--- src/rtl/matmul_tile_scheduler.sv ---
`default_nettype none
// ============================================================================
// Module  : matmul_tile_scheduler
// Brief   : Clocked sequencer for the systolic matmul datapath; walks the
//           output tile grid, addresses the BRAM pair, hands tiles downstream.
// Revision: 1.0 - initial release
// ============================================================================
module matmul_tile_scheduler #(
  parameter int INNER_DIMENSION   = 4,
  parameter int I_OUTER_DIMENSION = 8,
  parameter int W_OUTER_DIMENSION = 6,
  parameter int BLOCK_SIZE        = 2,
  parameter int NUM_CORES         = 2,
  parameter int ADDR_WIDTH_I      = 14,
  parameter int ADDR_WIDTH_W      = 12,
  localparam int c_K_STEPS    = INNER_DIMENSION / BLOCK_SIZE,
  localparam int c_ROW_GROUPS = I_OUTER_DIMENSION / (BLOCK_SIZE * NUM_CORES),
  localparam int c_COL_TILES  = W_OUTER_DIMENSION / BLOCK_SIZE,
  localparam int c_ROW_W      = $clog2(c_ROW_GROUPS) + 1,
  localparam int c_COL_W      = $clog2(c_COL_TILES) + 1
) (
  input  logic                    clk,
  input  logic                    rst_n,
  input  logic                    start,
  input  logic                    systolic_finish,
  input  logic                    accumulator_done,
  input  logic                    out_ready,
  output logic                    in_enb,
  output logic                    wb_enb,
  output logic [ADDR_WIDTH_I-1:0] in_addrb,
  output logic [ADDR_WIDTH_W-1:0] wb_addrb,
  output logic                    core_en,
  output logic                    core_rst_n,
  output logic                    core_acc_clr,
  output logic                    out_valid,
  output logic [c_ROW_W-1:0]      out_row,
  output logic [c_COL_W-1:0]      out_col,
  output logic                    busy,
  output logic                    done
);

  localparam int c_K_W = $clog2(c_K_STEPS) + 1;

  generate
    if ((INNER_DIMENSION % BLOCK_SIZE) != 0 ||
        (I_OUTER_DIMENSION % (BLOCK_SIZE * NUM_CORES)) != 0 ||
        (W_OUTER_DIMENSION % BLOCK_SIZE) != 0 ||
        c_K_STEPS < 1 || c_ROW_GROUPS < 1 || c_COL_TILES < 1) begin : g_bad_dims
      $error("matmul_tile_scheduler: dimensions do not divide into whole tiles");
    end
  endgenerate

  typedef enum logic [2:0] {
    S_IDLE     = 3'd0,
    S_ISSUE    = 3'd1,
    S_RUN      = 3'd2,
    S_STEP     = 3'd3,
    S_WAIT_ACC = 3'd4,
    S_OUT      = 3'd5,
    S_DONE     = 3'd6
  } state_t;

  state_t             r_state;
  logic [c_K_W-1:0]   r_k;
  logic [c_ROW_W-1:0] r_row;
  logic [c_COL_W-1:0] r_col;
  logic               r_acc_seen;

  state_t                  w_state;
  logic [c_K_W-1:0]        w_k;
  logic [c_ROW_W-1:0]      w_row;
  logic [c_COL_W-1:0]      w_col;
  logic                    w_acc_seen;
  logic                    w_last_k;
  logic                    w_last_row;
  logic                    w_last_col;
  logic                    w_busy;
  logic [ADDR_WIDTH_I-1:0] w_in_addr;
  logic [ADDR_WIDTH_W-1:0] w_wb_addr;

  always_comb begin
    w_state    = r_state;
    w_k        = r_k;
    w_row      = r_row;
    w_col      = r_col;
    w_acc_seen = r_acc_seen;
    w_last_k   = (r_k == c_K_W'(c_K_STEPS - 1));
    w_last_row = (r_row == c_ROW_W'(c_ROW_GROUPS - 1));
    w_last_col = (r_col == c_COL_W'(c_COL_TILES - 1));

    case (r_state)
      S_IDLE, S_DONE: begin
        if (start) begin
          w_state    = S_ISSUE;
          w_k        = '0;
          w_row      = '0;
          w_col      = '0;
          w_acc_seen = 1'b0;
        end
      end
      S_ISSUE: w_state = S_RUN;
      S_RUN: begin
        if (accumulator_done) w_acc_seen = 1'b1;
        if (systolic_finish)  w_state    = S_STEP;
      end
      S_STEP: begin
        if (accumulator_done) w_acc_seen = 1'b1;
        if (!w_last_k) begin
          w_k     = r_k + 1'b1;
          w_state = S_ISSUE;
        end else begin
          w_state = S_WAIT_ACC;
        end
      end
      S_WAIT_ACC: begin
        // A completion captured earlier still releases the tile immediately
        if (r_acc_seen || accumulator_done) begin
          w_state    = S_OUT;
          w_acc_seen = 1'b0;
        end
      end
      S_OUT: begin
        if (out_ready) begin
          w_k = '0;
          if (w_last_col) begin
            w_col = '0;
            w_row = w_last_row ? '0 : r_row + 1'b1;
          end else begin
            w_col = r_col + 1'b1;
          end
          w_state = (w_last_row && w_last_col) ? S_DONE : S_ISSUE;
        end
      end
      default: w_state = S_IDLE;
    endcase

    w_busy    = (w_state != S_IDLE) && (w_state != S_DONE);
    w_in_addr = ADDR_WIDTH_I'(w_k) + ADDR_WIDTH_I'(c_K_STEPS) * ADDR_WIDTH_I'(w_row);
    w_wb_addr = ADDR_WIDTH_W'(w_k) + ADDR_WIDTH_W'(c_K_STEPS) * ADDR_WIDTH_W'(w_col);
  end

  // Outputs are decoded from the next state so they change together with it
  always_ff @(posedge clk) begin
    if (!rst_n) begin
      r_state      <= S_IDLE;
      r_k          <= '0;
      r_row        <= '0;
      r_col        <= '0;
      r_acc_seen   <= 1'b0;
      in_enb       <= 1'b0;
      wb_enb       <= 1'b0;
      in_addrb     <= '0;
      wb_addrb     <= '0;
      core_en      <= 1'b0;
      core_rst_n   <= 1'b0;
      core_acc_clr <= 1'b0;
      out_valid    <= 1'b0;
      out_row      <= '0;
      out_col      <= '0;
      busy         <= 1'b0;
      done         <= 1'b0;
    end else begin
      r_state      <= w_state;
      r_k          <= w_k;
      r_row        <= w_row;
      r_col        <= w_col;
      r_acc_seen   <= w_acc_seen;
      in_enb       <= (w_state == S_ISSUE) || (w_state == S_RUN);
      wb_enb       <= (w_state == S_ISSUE) || (w_state == S_RUN);
      in_addrb     <= w_busy ? w_in_addr : '0;
      wb_addrb     <= w_busy ? w_wb_addr : '0;
      core_en      <= (w_state == S_RUN);
      core_rst_n   <= (w_state == S_ISSUE) || (w_state == S_RUN);
      core_acc_clr <= (w_state == S_ISSUE) && (w_k == '0);
      out_valid    <= (w_state == S_OUT);
      out_row      <= w_busy ? w_row : '0;
      out_col      <= w_busy ? w_col : '0;
      busy         <= w_busy;
      done         <= (w_state == S_DONE);
    end
  end

endmodule
`default_nettype wire

--- config.mk ---
export PLATFORM = sky130hd
export DESIGN_NAME = matmul_tile_scheduler
export DESIGN_NICKNAME = d
export VERILOG_FILES = /design/src/rtl/matmul_tile_scheduler.sv
export SDC_FILE = /design/constraint.sdc
export NUM_CORES = 1
export LEC_CHECK = 0
export ABC_AREA = 1
export BUFFER_PORTS_ARGS = -buffer_cell sky130_fd_sc_hd__buf_4
export CAP_MARGIN = 10
export CORE_MARGIN = 1.5
export CORE_UTILIZATION = 50
export DETAILED_ROUTE_END_ITERATION = 6
export PLACE_DENSITY = 0.78
export SYNTH_ARGS = -nofsm -noshare
export SYNTH_HDL_FRONTEND = slang
export SYNTH_SLANG_ARGS = --single-unit
--- constraint.sdc ---
create_clock -name clk -period 3.7 [get_ports clk]
set_clock_uncertainty 0.1 [all_clocks]
set_input_delay 0.37 -clock clk [delete_from_list [all_inputs] [get_ports clk]]
set_output_delay 0.37 -clock clk [all_outputs]
set_load 0.02 [all_outputs]
==> out/summary.txt <==
Outcome = complete, but fails checks
Violated checks = design-rule violations
Via density = 4.59
RSZ-0062 raised after global routing = no
Sequential share of power = 52.8%
Reg2reg end = wb_addrb[3]
Critical path data arrival time = 2.31 ns
Final Setup Violations = 0
Post-CTS Resized = 0
Initial antenna violation count = 0
CTS Hold Bufs = 0
DR iter-0 viols = 41
FILL cells = 264
Full die area = 0.00339 mm^2
Row cnt = 19
P_sw = 0.205 mW
Critical Path Source Type = flop
Yosys warnings = 0
Setup crit end = wb_addrb[3]
Antenna fix cells = 0
DR vias = 1245
CP max FO = 6
Tcrit/Tclk final = 59.3%
#FFs+latches synth = 30
Top Ports = 45
Sink Count = 30
Internal power = 0.442 mW
Starting Density = 53.8%
Detailed Route WL = 2.71 mm
GRT overflow = 0
Total Routing Usage GR = 17.7%
R2r setup slk = 1.51 ns
Clock Latency Late Sink = 0.33 ns
Post-Syn Instances = 212
Hold Vio Cnt, Final = 0
DRC errors left = 3
Pwr dens = 380 mW/mm^2
Area growth, synth to finish = 12.1%
Synth area leaders = dfxtp_1 39%, buf_4 9.9%, nand2_1 9.9%
Pre-antenna DRT Iters = 6
Cts bufs inserted = 5
Total negative slack = 0 ns
Sequential cell area fraction in the yosys report = 39.4%
Die width = 58.2 um
Placed cell area = 0.00166 mm^2
Post-Layout Inst Area = 0.00171 mm^2
Combinational share of power = 20.0%
Number of global-route vias before repair = 1058
Max-cap violations = 0
Post-CTS Setup Bufs = 0
Post-DP HPWL = 2.06 mm
Clock Power Share = 27.2%
Die Y = 58.2 um
Post-Syn Area = 0.00152 mm^2
Clk root buf = clkbuf_4
Commonest non-fill, non-tap cell in the layout = nand2_1
Global-route wire length before repair = 4.49 mm
Commonest non-fill, non-tap cells in the layout = 40 x nand2_1, 35 x nor2_1, 30 x dfxtp_1, 29 x inv_1, 27 x buf_4
Core Area = 0.00283 mm^2
Layout cells sized above 1 = 23.8%
Worst VDD drop = 0.241 mV
RR Startpoint = r_state[2]
Routability congestion estimate = 0.818
CP Class = flop to flop
CTS max path bufs = 2
Sw frac = 31.7%
Pleak = 0.903 nW
HP Class = input pin to flop
Final Net Count = 250
Pins Over Slew Limit = 0
Area share of the largest cell type after synthesis = 39.4%
Syn avg cell area = 7.18 um^2
Worst setup EP type = flop
Req. time, crit path = 3.82 ns
Pin count of the biggest net entering global routing = 15
Distinct cells, synth = 24
Crit path time final = 2.19 ns
H-tree levels = 2
Port bufs = 27
Highest clock rate = 456 MHz
Clock transition at path regs = 0.09 ns
CTS tree = done
Routed length per placed instance = 10.0 um
Post-route ant nets = 0
Worst setup path start = r_state[2]
R2r worst-path depth = 14
Min Hold Slack = 0.204 ns
Area leader, netlist = dfxtp_1
-- state kept, by name, indices dropped and copies added, names as in the netlist, 2 cells and up --
| signal | count |
|---|---|
| wb_addrb | 5 |
| r_col | 3 |
| in_addrb | 3 |
| r_state | 3 |
| out_row | 2 |
| out_col | 3 |
| r_row | 2 |
| r_k | 2 |
-- final cells by class --
| cell class | count | area [um^2] | share of cell area (%) |
|---|---|---|---|
| multi-input combinational | 143 | 693 | 40.6 |
| sequential | 30 | 601 | 35.2 |
| timing repair buffer | 27 | 203 | 11.9 |
| inverter | 33 | 124 | 7.26 |
| tap | 31 | 38.8 | 2.27 |
| clock buffer | 5 | 37.5 | 2.20 |
| clock inverter | 2 | 10.0 | 0.587 |
-- worst min path at each step --
stage / from / endpoint / slack (ns) / cells past startpoint
global placement: r_acc_seen / r_acc_seen / 0.39 / 2
floorplan: r_acc_seen / r_acc_seen / 0.35 / 2
CTS: rst_n / r_col[2] / 0.19 / 3
finish: rst_n / r_col[2] / 0.20 / 3
detailed placement: r_acc_seen / r_acc_seen / 0.39 / 2
global route: rst_n / r_col[2] / 0.21 / 3
-- critical path: stages (launching register included) --
cell and delay (ns):
dfxtp_1 0.38, inv_2 0.10, nand2_2 0.08, nand2_1 0.08
nor2_2 0.04, nand2_1 0.12, o21ai_0 0.14, o21ai_0 0.29
inv_1 0.11, ha_1 0.24, ha_1 0.20, inv_1 0.06
nand2_1 0.05, nand2_1 0.05, nor2_1 0.04
-- synth_stat cells, drive strengths merged --
master	count
o211ai	1
inv	33
nand2	44
o2bb2ai	1
nand3	13
dfxtp	30
xnor2	1
conb	1
o21ai	8
o21bai	1
buf	21
ha	4
a21oi	4
clkbuf	1
nor2	47
nor3	1
a21boi	1
-- logic make-up after synthesis --
| kind of cell | Yosys count | synth area share, % |
|---|---|---|
| compound gates | 16 | 6.00 |
| xor+xnor | 1 | 0.575 |
| fa+ha+maj | 4 | 3.29 |
| buf+inv | 55 | 19.0 |
| flops | 30 | 39.4 |
| other cells | 1 | 0.246 |
| simple gates | 105 | 31.5 |
-- stage by stage --
stage	power [mW]	setup WS [ns]	cells	utilization, %
2_1_floorplan	0.466	1.77	228	-
3_3_place_gp	0.477	1.60	264	58.6
3_5_place_dp	0.478	1.51	264	58.6
4_1_cts	0.653	1.49	271	60.3
5_1_grt	0.684	1.19	271	60.3
6_report	0.648	1.51	271	60.3
-- power groups by stage --
stage	logic [mW]	clock network (mW)	registers, mW
after global routing	0.142	0.197	0.344
final	0.129	0.176	0.342
after global placement	0.128	0	0.350
after detailed placement	0.129	0	0.350
after floorplan	0.109	0	0.357
after CTS	0.130	0.181	0.342
-- layer usage --
layer	routed length, um	vias to the layer above	GRT usage, %	part of all wire (%)
met2	1200	37	26.8	44
met5	0	-	0	0
met3	142	7	5.36	5.2
met1	1320	541	22.7	48
li1	-	660	-	-
met4	58	0	8.97	2.1
Note: power is estimated with default switching activity, not from simulation.
